**config.mk**
```make
export PLATFORM = sky130hd
export DESIGN_NAME = stream_average_calc_flat
export DESIGN_NICKNAME = d
export VERILOG_FILES = /design/src/rtl/stream_average_calc_if.sv /design/src/rtl/stream_average_calc.sv /design/src/flat_wrapper.sv
export SDC_FILE = /design/constraint.sdc
export NUM_CORES = 1
export LEC_CHECK = 0
export ABC_AREA = 1
export BUFFER_PORTS_ARGS = -buffer_cell sky130_fd_sc_hd__buf_4
export CORE_MARGIN = 5
export CORE_UTILIZATION = 40
export DETAILED_ROUTE_END_ITERATION = 12
export GPL_ROUTABILITY_DRIVEN = 1
export MAX_ROUTING_LAYER = met4
export PLACE_DENSITY = 0.69
export SLEW_MARGIN = 0
export SYNTH_ARGS = -nofsm -noshare
export SYNTH_HDL_FRONTEND = slang
export SYNTH_SLANG_ARGS = --single-unit
```
**constraint.sdc**
```tcl
create_clock -name clk -period 2.5 [get_ports clk]
set_input_delay 0.375 -clock clk [delete_from_list [all_inputs] [get_ports clk]]
set_output_delay 0.375 -clock clk [all_outputs]
set_load 0.01 [all_outputs]
```
**src/rtl/stream_average_calc_if.sv**
```systemverilog
// stream_average_calc_if: sample input and result output handshakes for stream_average_calc
//   in_valid/in_data/in_ready : producer -> block sample stream
//   avg_valid/avg_data/avg_ready : block -> consumer result
interface stream_average_calc_if #(
  parameter int DATA_W = 8
) ();
  logic              in_valid;
  logic [DATA_W-1:0] in_data;
  logic              in_ready;
  logic              avg_valid;
  logic [DATA_W-1:0] avg_data;
  logic              avg_ready;
  modport slave (input in_valid, in_data, avg_ready, output in_ready, avg_valid, avg_data);
  modport master (output in_valid, in_data, avg_ready, input in_ready, avg_valid, avg_data);
endinterface

```
**src/rtl/stream_average_calc.sv**
```systemverilog
// stream_average_calc: averages 2^LOG2_N unsigned samples per start, truncating or rounding half up
//   clk, rst_n : clock, asynchronous active-low reset
//   start      : begin a run (IDLE, or OUT together with result take)
//   clear      : synchronous abort back to IDLE, result discarded
//   busy       : high outside IDLE
//   s          : sample input and result output handshakes
module stream_average_calc #(
  parameter int DATA_W = 8,
  parameter int LOG2_N = 2,
  parameter int ROUND  = 0
) (
  input  logic                   clk,
  input  logic                   rst_n,
  input  logic                   start,
  input  logic                   clear,
  output logic                   busy,
  stream_average_calc_if.slave   s
);
  localparam int N  = 2 ** LOG2_N;
  localparam int AW = DATA_W + LOG2_N;
  localparam int CW = LOG2_N > 0 ? LOG2_N : 1;
  // Half an LSB of the result; N/2 is 0 when N=1, so no add in that case.
  localparam int RC = ROUND != 0 ? N / 2 : 0;
  typedef enum logic [1:0] {IDLE, ACC, DIV, OUT} state_t;
  state_t            state_q, state_d;
  logic [AW-1:0]     acc_q, acc_d;
  logic [CW-1:0]     cnt_q, cnt_d;
  logic [DATA_W-1:0] avg_q, avg_d;
  logic [AW-1:0]     rounded;
  logic              last;
  assign rounded     = acc_q + AW'(RC);
  assign last        = cnt_q == CW'(N - 1);
  assign s.in_ready  = state_q == ACC;
  assign s.avg_valid = state_q == OUT;
  assign s.avg_data  = avg_q;
  assign busy        = state_q != IDLE;
  always_comb begin
    state_d = state_q;
    acc_d   = acc_q;
    cnt_d   = cnt_q;
    avg_d   = avg_q;
    if (clear) begin
      state_d = IDLE;
      acc_d   = '0;
      cnt_d   = '0;
    end else begin
      case (state_q)
        IDLE: if (start) begin
          state_d = ACC;
          acc_d   = '0;
          cnt_d   = '0;
        end
        ACC: if (s.in_valid) begin
          acc_d   = acc_q + AW'(s.in_data);
          cnt_d   = cnt_q + CW'(1);
          state_d = last ? DIV : ACC;
        end
        DIV: begin
          avg_d   = DATA_W'(rounded >> LOG2_N);
          state_d = OUT;
        end
        OUT: if (s.avg_ready) begin
          state_d = start ? ACC : IDLE;
          acc_d   = '0;
          cnt_d   = '0;
        end
      endcase
    end
  end
  always_ff @(posedge clk or negedge rst_n) begin
    if (!rst_n) begin
      state_q <= IDLE;
      acc_q   <= '0;
      cnt_q   <= '0;
      avg_q   <= '0;
    end else begin
      state_q <= state_d;
      acc_q   <= acc_d;
      cnt_q   <= cnt_d;
      avg_q   <= avg_d;
    end
  end
endmodule
```
**src/flat_wrapper.sv**
```systemverilog
// flat-port wrapper written by rule: the top's interface ports become plain ports
module stream_average_calc_flat 
#(
  parameter int DATA_W = 8,
  parameter int LOG2_N = 2,
  parameter int ROUND  = 0
)
  (clk, rst_n, start, clear, busy, s_in_valid, s_in_data, s_avg_ready, s_in_ready, s_avg_valid, s_avg_data);
  stream_average_calc_if #(.DATA_W(DATA_W)) s_i ();
  input  logic clk;
  input  logic rst_n;
  input  logic start;
  input  logic clear;
  output logic busy;
  input wire logic [$bits(s_i.in_valid)-1:0] s_in_valid;
  input wire logic [$bits(s_i.in_data)-1:0] s_in_data;
  input wire logic [$bits(s_i.avg_ready)-1:0] s_avg_ready;
  output wire logic [$bits(s_i.in_ready)-1:0] s_in_ready;
  output wire logic [$bits(s_i.avg_valid)-1:0] s_avg_valid;
  output wire logic [$bits(s_i.avg_data)-1:0] s_avg_data;
  assign s_i.in_valid = s_in_valid;
  assign s_i.in_data = s_in_data;
  assign s_i.avg_ready = s_avg_ready;
  assign s_in_ready = s_i.in_ready;
  assign s_avg_valid = s_i.avg_valid;
  assign s_avg_data = s_i.avg_data;
  stream_average_calc #(.DATA_W(DATA_W), .LOG2_N(LOG2_N), .ROUND(ROUND)) u_core (.clk(clk), .rst_n(rst_n), .start(start), .clear(clear), .busy(busy), .s(s_i));
endmodule
```
After elaboration in Yosys (flattened, before gate mapping)
Index checks and enable logic that the tools add are counted.

cells by class
  eq/ne operators = 7
  shifts and indexed selects = 0
  bitwise logic cells = 1
  $lt $le $gt $ge = 0
  add/subtract/negate cells = 2
  mux-type cells = 17
  multipliers = 0
  divide/modulo/power cells = 0
  reductions and logical operators = 6

operator list
  operator             count
  $mux 10              4
  $pmux 10 s3          1
  $mux 2               9
  $add 10x8->10        1
  $ne 3x3->1 const B   3
  $pmux 2 s4           1
  $eq 2x2->1 const B   3
  $pmux 2 s3           1
  $reduce_and 4->1     1
  $reduce_bool 4->1    1
  $reduce_and 3->1     1
  $add 2x1->2 const B  1
  $eq 2x1->1 const B   1
  $logic_not 2->1      1
  $reduce_and 2->1     1
  $reduce_bool 2->1    1
  $mux 1               1
  $not 1->1            1

storage, ports and cells
  logic and storage cells = 37
  bits in writable memories = 0
  bits in latches = 0
  memories = 0
  bits in registers = 22
  input bits = 14
  bits in read-only memories = 0

Logic depth before layout (Yosys ltp)
  word-level depth = 5
  depth in mapped cells = 10
  mapped depth without buffers = 10

Worst setup path before layout
OpenSTA, ideal clock, no wires.

  path type = input -> register
  from = in s_in_data[0]
  to = reg u_core.acc_q[8]
  arrival time = 1587 ps
  setup time = 117 ps
  buffers on the path = 0
  slack = 796 ps
  stages = 9
  cells stage by stage = ha_1 > inv_1 > fa_1 > o21ai_0 > nand2_1 > nand2_1 > nand2_1 > nand3_1 > nand2_1

between the ends
  longest elaborated chain between the ends = 4

ends and longest elaborated chain
  item                  line                       RTL
  start, declared       flat_wrapper.sv:16         input wire logic [$bits(s_i.in_data)-1:0] s_in_data;
  $add 10x8->10         stream_average_calc.sv:54  acc_d = acc_q + AW'(s.in_data);
  $mux 10               stream_average_calc.sv:53  ACC: if (s.in_valid) begin
  $pmux 10 s3           stream_average_calc.sv:47  case (state_q)
  $mux 10               stream_average_calc.sv:42  if (clear) begin
  end signal, assigned  stream_average_calc.sv:73  acc_q <= '0;
  end signal, assigned  stream_average_calc.sv:78  acc_q <= acc_d;
  end, declared         stream_average_calc.sv:26  logic [AW-1:0] acc_q, acc_d;

No other way between the ends. The select of a mux whose other input is x is not followed.
A chain may end at the register's enable or synchronous reset.

Worst setup path after layout
  from = reg u_core.acc_q[0]
  to = reg u_core.acc_q[8]

between the ends
  longest elaborated chain between the ends = 4

ends and longest elaborated chain
  item           line
  $add 10x8->10  stream_average_calc.sv:54
  $mux 10        stream_average_calc.sv:53
  $pmux 10 s3    stream_average_calc.sv:47
  $mux 10        stream_average_calc.sv:42

No other way between the ends. The select of a mux whose other input is x is not followed.

==> flow_summary.toml <==
[status]
status = "completed"

[floorplanning]
start_util_pct = 40.9
core-area_mm2 = 0.00328
die_h_um = 67.9
fp-row-count = 21
die_width_um = 67.9
io_pins = 25
dieArea_mm2 = 0.00462

[synth]
postSynthCellCount = 169
postSynth.asyncResetShare_pct = 100
ys_ff_latch = 22
seq_area_frac_synth_pct = 41.0
ys_types = 25
avgSynthCellArea_um2 = 7.94
syn-cell-area_mm2 = 0.00134
synth_nets = 193
synth-main-ff-cell = "dfrtp_1"
yosysWarnings = 0
synth_edf_count = 0

[global_routing]
grt_pass1_wl_mm = 4.87
antenna_found_initial = 0
grt_max_degree = 23
grt_usage_pct = 14.0
overflow = 0
grt_pass1_vias = 1161

[cts]
cts_buffers = 3
post-cts-setup-buffers = 0
cts.path.max_buffers = 2
clk_pin_slew_ns = 0.12
clk_latency_ns = 0.31
cts_tree = "built"
cts_sinks = 22
htree_levels = 1
clockRootBuffer = "clkbuf_4"

[power]
power.leakage_nw = 0.896
p_int_mw = 0.849
swShare_pct = 39.9
combPwrFrac_pct = 48.3
power_mw = 1.41
power.switching_mw = 0.564
ir_drop_v = 0.000526
powerDensity_mw_per_mm2 = 867
pwr-share-seq_pct = 37.7
pwr-share-clk_pct = 14.1

[route]
routed_wl_mm = 2.72
wl_per_cell_um = 11.1
via_per_inst = 4.77
ant_nets = 0
drcViolationCount = 0
drt_pass1_iterations = 4
drt_iter0_drc = 48
dr_total_vias = 1163

[critical_path]
worst_setup_path_start_kind = "register"
cp_max_fo = 3
worstSetupPathType = "reg -> reg"
cp.arrival_ns = 2.06
crit_required_ns = 2.72
critPathCaptureType = "register"

[finish]
nets = 223
drive_gt1_share_pct = 20.2
final_cell_area_mm2 = 0.00163
fin_cells = 244
syn_to_final_growth_pct = 21.3
antenna_cells = 0

[placement]
numPortBuffers = 24
hpwlAfterDp_mm = 2.20
place_area_mm2 = 0.00158
place_inst = 239
gp_congestion = 0.893

[timing]
hold_ws_ns = 0.373
finClkSkew_ns = 0.00233
finalCritPeriodShare_pct = 73.7
slew_headroom_pct = 74.2
max_freq_mhz = 543
maxSlewViolCount = 0
fin_crit_ns = 1.84
rsz0062_at_grt = "no"
tns_ns = 0
setup_viol = 0
worstMarginPinSlew_ns = 0.384
final_hold_viol_count = 0

[worst_hold_path]
worstHoldPathType = "in -> reg"

[flow_run]
drv_cap = 0
power groups by stage:
| stage | registers (mW) | clock network, mW | logic [mW] |
|---|---|---|---|
| after floorplan | 0.554 | 0 | 0.434 |
| after global placement | 0.538 | 0 | 0.681 |
| after detailed placement | 0.541 | 0 | 0.689 |
| after CTS | 0.533 | 0.207 | 0.692 |
| after global routing | 0.552 | 0.222 | 0.785 |
| final | 0.532 | 0.199 | 0.682 |
cell type report:
cell class | instances | area [µm²]
fill | 353 | 1660
multi-input combinational | 125 | 708
sequential | 22 | 551
timing repair buffer | 26 | 198
inverter | 21 | 78.8
tap | 46 | 57.6
clock buffer | 4 | 36.3
placed cells by master (no fill, tap or decap), types with 2 or more instances in the layout:
cell type,n
nand2_1,59
dfrtp_1,22
mux2_2,4
clkbuf_4,3
ha_1,9
a21oi_1,5
o21ai_0,6
o22ai_1,3
nor2_1,8
xnor2_1,2
nor2_4,3
nand3b_1,2
buf_4,25
inv_2,2
inv_1,19
nand3_1,14
routing by layer:
layer,up-vias,routed length [µm],GRT usage (%)
met5,-,0,-
met4,0,33,3.47
met3,6,128,3.78
met2,20,1290,21.9
met1,536,1270,18.0
li1,601,-,-
logic make-up (layout without fill, tap and decap cells):
logic type      after synthesis  after routing  synth area share, %
fa+ha+maj                    10             10                 9.88
mux                           4              4                 3.35
simple gates                 88             88                 28.8
flops                        22             22                 41.0
compound gates               20             20                 8.76
xor+xnor                      3              3                 1.96
buf+inv                      22             51                 6.24
worst max-delay path: stages (launching register included):
cell     delay (ns)
dfrtp_1        0.37
ha_1           0.19
inv_1          0.06
fa_1           0.39
o21ai_0        0.36
nand2_1        0.13
nand2_1        0.09
nand2_1        0.05
nand3_1        0.07
nand2_1        0.05
synth_stat cells, types with 2 or more instances:
library cell / number / area [µm²]
nand2_1: 59 / 221
dfrtp_1: 22 / 551
inv_1: 19 / 71.3
nand3_1: 14 / 70.1
ha_1: 9 / 113
nor2_1: 8 / 30.0
o21ai_0: 6 / 30.0
a21oi_1: 5 / 25.0
mux2_2: 4 / 45.0
nor2_4: 3 / 33.8
o22ai_1: 3 / 18.8
inv_2: 2 / 7.51
nand3b_1: 2 / 15.0
xnor2_1: 2 / 17.5
repair_timing:
action,CTS,global route
hold buffers,1,0
endpoints found under the hold margin,22,0
gates resized for setup,0,0
per-stage QoR:
step	worst slack (ns)	utilization [%]
3_5_place_dp	0.539	48.2
3_3_place_gp	0.614	48.2
4_1_cts	0.632	49.6
2_1_floorplan	0.796	-
6_report	0.658	49.6
5_1_grt	0.482	49.6
sequential cells by signal, indices dropped and copies added (netlist names):
| signal | flops |
|---|---|
| u_core.acc_q | 10 |
| u_core.s.avg_data | 8 |
| u_core.cnt_q | 2 |
| u_core.state_q | 2 |
worst paths after layout:
check	start	to	slack, ns	depth (start not counted)
setup / recovery	u_core.acc_q[0]$_DFFE_PN0P_	u_core.acc_q[8]$_DFFE_PN0P_	0.66	9
hold / removal	start	u_core.state_q[0]$_DFFE_PN0P_	0.37	3
setup reg to reg	u_core.acc_q[0]$_DFFE_PN0P_	u_core.acc_q[8]$_DFFE_PN0P_	0.66	9
hold reg to reg	u_core.acc_q[0]$_DFFE_PN0P_	u_core.acc_q[0]$_DFFE_PN0P_	0.49	2
max in group asynchronous	rst_n	u_core.acc_q[1]$_DFFE_PN0P_	1.82	2
min in group asynchronous	rst_n	u_core.cnt_q[0]$_DFFE_PN0P_	0.46	2
Power figures use the tool's default switching activity.
